--- config.mk ---
export PLATFORM = sky130hd
export DESIGN_NAME = sipo_deserializer
export DESIGN_NICKNAME = d
export VERILOG_FILES = /design/src/rtl/deser_pkg.sv /design/src/rtl/deser_shift_reg.sv /design/src/rtl/sipo_deserializer.sv
export SDC_FILE = /design/constraint.sdc
export NUM_CORES = 1
export LEC_CHECK = 0
export CAP_MARGIN = 0
export CORE_ASPECT_RATIO = 1.25
export CORE_MARGIN = 2
export CORE_UTILIZATION = 49
export DETAILED_ROUTE_END_ITERATION = 16
export HOLD_SLACK_MARGIN = 0.08
export PLACE_DENSITY = 0.89
export SYNTH_ARGS = -nofsm -noshare
export SYNTH_HDL_FRONTEND = slang
export SYNTH_SLANG_ARGS = --single-unit
--- constraint.sdc ---
create_clock -name clk -period 2.95 [get_ports clk]
set_input_delay 0.7375 -clock clk [delete_from_list [all_inputs] [get_ports clk]]
set_output_delay 0.7375 -clock clk [all_outputs]
set_load 0.005 [all_outputs]
--- src/rtl/deser_pkg.sv ---
// Shared types and helpers for the serial-in/parallel-out deserializer.
package deser_pkg;

    typedef enum logic {HOLD_EMPTY, HOLD_FULL} hold_state_t;

    // Bits needed to count from 0 up to and including w.
    function automatic int cnt_width(input int w);
        return $clog2(w + 1);
    endfunction

endpackage

--- src/rtl/deser_shift_reg.sv ---
// Serial shift register with bit counter. It flags the edge that completes a word
// and presents the whole word, including that final bit, on the same cycle.
module deser_shift_reg
    import deser_pkg::*;
#(
    parameter int WIDTH     = 8,
    parameter int MSB_FIRST = 1
) (
    input  logic                           clk,
    input  logic                           async_reset,
    input  logic                           serial_in,
    input  logic                           shift_en,
    input  logic                           flush,
    output logic [WIDTH-1:0]               word,
    output logic                           word_done,
    output logic [cnt_width(WIDTH)-1:0]    bit_count
);

    localparam int            CW   = cnt_width(WIDTH);
    localparam logic [CW-1:0] LAST = CW'(WIDTH - 1);

    logic [WIDTH-1:0] r_shift;
    logic [CW-1:0]    r_count;
    logic [WIDTH-1:0] w_shift_next;
    logic             w_shift;

    generate
        if (MSB_FIRST != 0) begin : g_msb_first
            assign w_shift_next = {r_shift[WIDTH-2:0], serial_in};
        end else begin : g_lsb_first
            assign w_shift_next = {serial_in, r_shift[WIDTH-1:1]};
        end
    endgenerate

    // Flush wins over shift_en, so a flushed bit can never complete a word.
    assign w_shift   = shift_en & ~flush;
    assign word_done = w_shift & (r_count == LAST);
    assign word      = w_shift_next;
    assign bit_count = r_count;

    always_ff @(posedge clk or posedge async_reset) begin
        if (async_reset) begin
            r_shift <= '0;
            r_count <= '0;
        end else if (flush) begin
            r_shift <= '0;
            r_count <= '0;
        end else if (w_shift) begin
            if (word_done) begin
                r_shift <= '0;
                r_count <= '0;
            end else begin
                r_shift <= w_shift_next;
                r_count <= r_count + CW'(1);
            end
        end
    end

endmodule

--- src/rtl/sipo_deserializer.sv ---
// Deserializer top: shift register feeding a one-deep holding register offered
// over valid/ready; words completed while the holder is blocked are dropped.
module sipo_deserializer
    import deser_pkg::*;
#(
    parameter int WIDTH     = 8,
    parameter int MSB_FIRST = 1
) (
    input  logic                           clk,
    input  logic                           async_reset,
    input  logic                           serial_in,
    input  logic                           shift_en,
    input  logic                           flush,
    output logic [WIDTH-1:0]               data_out,
    output logic                           data_valid,
    input  logic                           data_ready,
    output logic [cnt_width(WIDTH)-1:0]    bit_count,
    output logic                           overrun
);

    logic [WIDTH-1:0] w_word;
    logic             w_word_done;
    hold_state_t      r_state;
    hold_state_t      w_state_next;
    logic             w_load;
    logic             w_drop;
    logic [WIDTH-1:0] r_data;
    logic             r_overrun;

    deser_shift_reg #(
        .WIDTH     (WIDTH),
        .MSB_FIRST (MSB_FIRST)
    ) u_shift (
        .clk         (clk),
        .async_reset (async_reset),
        .serial_in   (serial_in),
        .shift_en    (shift_en),
        .flush       (flush),
        .word        (w_word),
        .word_done   (w_word_done),
        .bit_count   (bit_count)
    );

    always_ff @(posedge clk or posedge async_reset) begin
        if (async_reset) begin
            r_state <= HOLD_EMPTY;
        end else begin
            r_state <= w_state_next;
        end
    end

    always_comb begin
        w_state_next = r_state;
        w_load       = 1'b0;
        w_drop       = 1'b0;
        case (r_state)
            HOLD_EMPTY: begin
                if (w_word_done) begin
                    w_state_next = HOLD_FULL;
                    w_load       = 1'b1;
                end
            end
            HOLD_FULL: begin
                if (w_word_done) begin
                    // Consumer taking the old word frees the slot for the new one.
                    w_load = data_ready;
                    w_drop = ~data_ready;
                end else if (data_ready) begin
                    w_state_next = HOLD_EMPTY;
                end
            end
            default: w_state_next = HOLD_EMPTY;
        endcase
    end

    always_ff @(posedge clk or posedge async_reset) begin
        if (async_reset) begin
            r_data    <= '0;
            r_overrun <= 1'b0;
        end else begin
            if (w_load) begin
                r_data <= w_word;
            end
            if (flush) begin
                r_overrun <= 1'b0;
            end else if (w_drop) begin
                r_overrun <= 1'b1;
            end
        end
    end

    assign data_out   = r_data;
    assign data_valid = (r_state == HOLD_FULL);
    assign overrun    = r_overrun;

endmodule

==> impl_metrics.toml <==
[yosys]
muxShareOfSynthArea_pct = 13.4
synthArstFlopShare_pct = 100
ys.flop_type = "dfrtp_1"
synth-simple-area-share_pct = 9.17
synth.cell_area_um2 = 832
netlist.area_leader.share_pct = 63.2
synthTopCellsByCount = "dfrtp_1 (21), mux2_2 (9), a22o_1 (7)"
synth_edf_count = 0
syn_inst = 57
yosysTopAreaCell = "dfrtp_1"
ys_seq_area_share_pct = 63.2
yosysMostFrequentCell = "dfrtp_1"
synth-adder-area-share_pct = 1.50
synth_area_leaders = "dfrtp_1 (63%), mux2_2 (12%), a22o_1 (7.4%), nor3_4 (2.0%), nor2_1 (1.8%)"
synth_compound_area_share_pct = 10.2
synth_area_per_cell_um2 = 14.6
synth_warnings = 0
synth_top_family_by_area = "multiplexers"
syn_nets = 64
synth_xor_xnor_area_share_pct = 2.11
yosys_register_bits = 21
synth.distinct_cells = 20

[route]
vias = 549
drcViolationCount = 0
firstDrtPassIters = 4
viasPerCell = 5.60
wl_per_cell_um = 14.7
drtIter0Drc = 10
ant_nets = 0
drt_wl_total_um = 1450

[grt]
grt_pass1_vias = 539
antenna_found_initial = 0
grt_pass1_wl_um = 2450
grt.total_usage_pct = 18.3
grt_max_degree = 22
gr-total-overflow = 0

[timing]
max-slew-margin-rel_pct = 50.1
setup_tns_ns = 0
worstMarginPinSlew_ns = 0.748
finalCriticalPeriod_ns = 2.11
slew_violations = 0
fin_crit_sh_pct = 71.5
fmax_ghz = 0.474
hold_viol = 0
finalSetupViolCount = 0
rsz0062_at_grt = "no"
finClkSkew_ns = 0.00426

[clock_tree]
cts_tree = "built"
numCtsBuffers = 3
cts_buffer_depth = 2
clk_latency_ns = 0.29
cts_root_buffer = "clkbuf_4"
ctsResizeCount = 0
cts.sinks = 21
cts.reportedPaths.clkPinSlew_ns = 0.11
postCtsHoldBufs = 0
cts_setup_buffers = 0
cts_htree_levels = 1

[flow_run]
cap_violations = 0

[final_layout]
n_antenna_cell = 0
nets = 88
final_layout_size_suffix_gt1_share_pct = 20.0
fin_util_pct = 67.7
final_area_um2 = 1070
syn_to_final_growth_pct = 28.7
stdcell_count = 98
fill_cells = 125

[pwr]
p_per_area_nw_per_um2 = 430
clock_power_share_pct = 28.4
peakVddDrop_mv = 0.305
p_int_uw = 361
p_sw_share_pct = 21.6
leakagePower_nw = 0.501
power.switching_uw = 99.4
seqPwrFrac_pct = 64.4
comb_power_share_pct = 7.2

[critical_path]
cpPeakStageDelay_ns = 0.49
worstPathRequired_ns = 3.13
cpMaxStageDelayCell = "clkdlybuf4s50_1"
endpoint_kind = "flip-flop"
crit_buf_inv = 1
crit_family = "simple AND/OR/NAND/NOR gates"
crit_fanout = 8
worst_setup_path_start_kind = "input port"
cp_cell_sequence = "clkdlybuf4s50_1 -> nand2b_1 -> nor3_4 -> mux2_2"
critical_path_cell_count = 4
r2r_cells = 4
critPathKind = "input port to flip-flop"
worst_ep_arrival_time_ns = 2.29

[place]
dpl_cell_area_um2 = 1040
gp_congestion = 0.764
detailed_place_hpwl_um = 1050
port_buffers = 19
placed_cells = 94

[die]
core_area_um2 = 1580
fp.dieH_um = 50.1
pin_count = 20
dieArea_um2 = 2050
start_util_pct = 52.6
die_w_um = 40.9
rows = 16

[outcome]
status = "finished, final reports clean"

[hold_path]
holdPathStages = 1
hold_path_class = "flip-flop to flip-flop"
==> stage by stage <==
step	hold slack, ns	worst slack [ns]	power [mW]
final	0.510	0.840	0.461
after global routing	0.523	0.753	0.481
after CTS	0.514	0.843	0.467
after detailed placement	0.489	0.516	0.336
after global placement	0.486	0.589	0.334
after floorplan	0.467	1.20	0.317
==> logic make-up (layout without fill, tap and decap cells) <==
kind of cell,count (synthesis),count (layout)
AO/OA/AOI/OAI,10,10
multiplexers,10,10
XOR/XNOR,2,2
buffers and inverters,1,24
flip-flops,21,21
adder cells (fa/ha/maj),1,1
AND/OR/NAND/NOR,12,12
==> per-layer routing <==
layer	vias up	share of wire (%)	global-route usage [%]	routed length [µm]
met1	269	41	24.5	597
met4	0	3.0	15.0	44
met2	20	52	25.3	750
met3	6	3.7	1.80	53
met5	-	0	0	0
li1	254	-	-	-
==> layout make-up <==
cell class              instances  area [µm²]  area share (%)
multi-input cells              35         303            28.3
well taps                      18        22.5            2.10
repair buffers                 19         190            17.8
flip-flops and latches         21         526            49.1
clock buffers                   4        26.3            2.45
inverters                       1        3.75           0.350
==> power by group through the flow <==
| stage | Clock [mW] | Sequential (mW) | Combinational, mW |
|---|---|---|---|
| 2_1_floorplan | 0 | 0.302 | 0.0151 |
| 3_5_place_dp | 0 | 0.302 | 0.0336 |
| 4_1_cts | 0.137 | 0.296 | 0.0336 |
| 3_3_place_gp | 0 | 0.302 | 0.0327 |
| 5_1_grt | 0.147 | 0.297 | 0.0366 |
| 6_report | 0.131 | 0.297 | 0.0331 |
==> placed cells by master, fill, tap and decap left out, types with 3 or more instances in the layout <==
master	instances
dfrtp_1	21
clkdlybuf4s50_1	19
mux2_2	9
a22o_1	7
nor2_1	4
clkbuf_4	3
==> final timing paths <==
| check | slack, ns | end | from |
|---|---|---|---|
| max | 0.84 | data_out[4] | flush |
| min | 0.51 | u_shift.r_shift[6] | u_shift.r_shift[6] |
| max reg2reg | 1.23 | data_out[4] | u_shift.bit_count[1] |
| min reg2reg | 0.51 | u_shift.r_shift[6] | u_shift.r_shift[6] |
| max in group asynchronous | 1.62 | u_shift.r_shift[3] | async_reset |
| min in group asynchronous | 0.86 | u_shift.r_shift[6] | async_reset |
==> state kept, by name, indices dropped and copies added (netlist names) <==
register,flops
data_valid,1
u_shift.bit_count,4
overrun,1
data_out,8
u_shift.r_shift,7
Note: power is estimated with default switching activity, not from simulation.
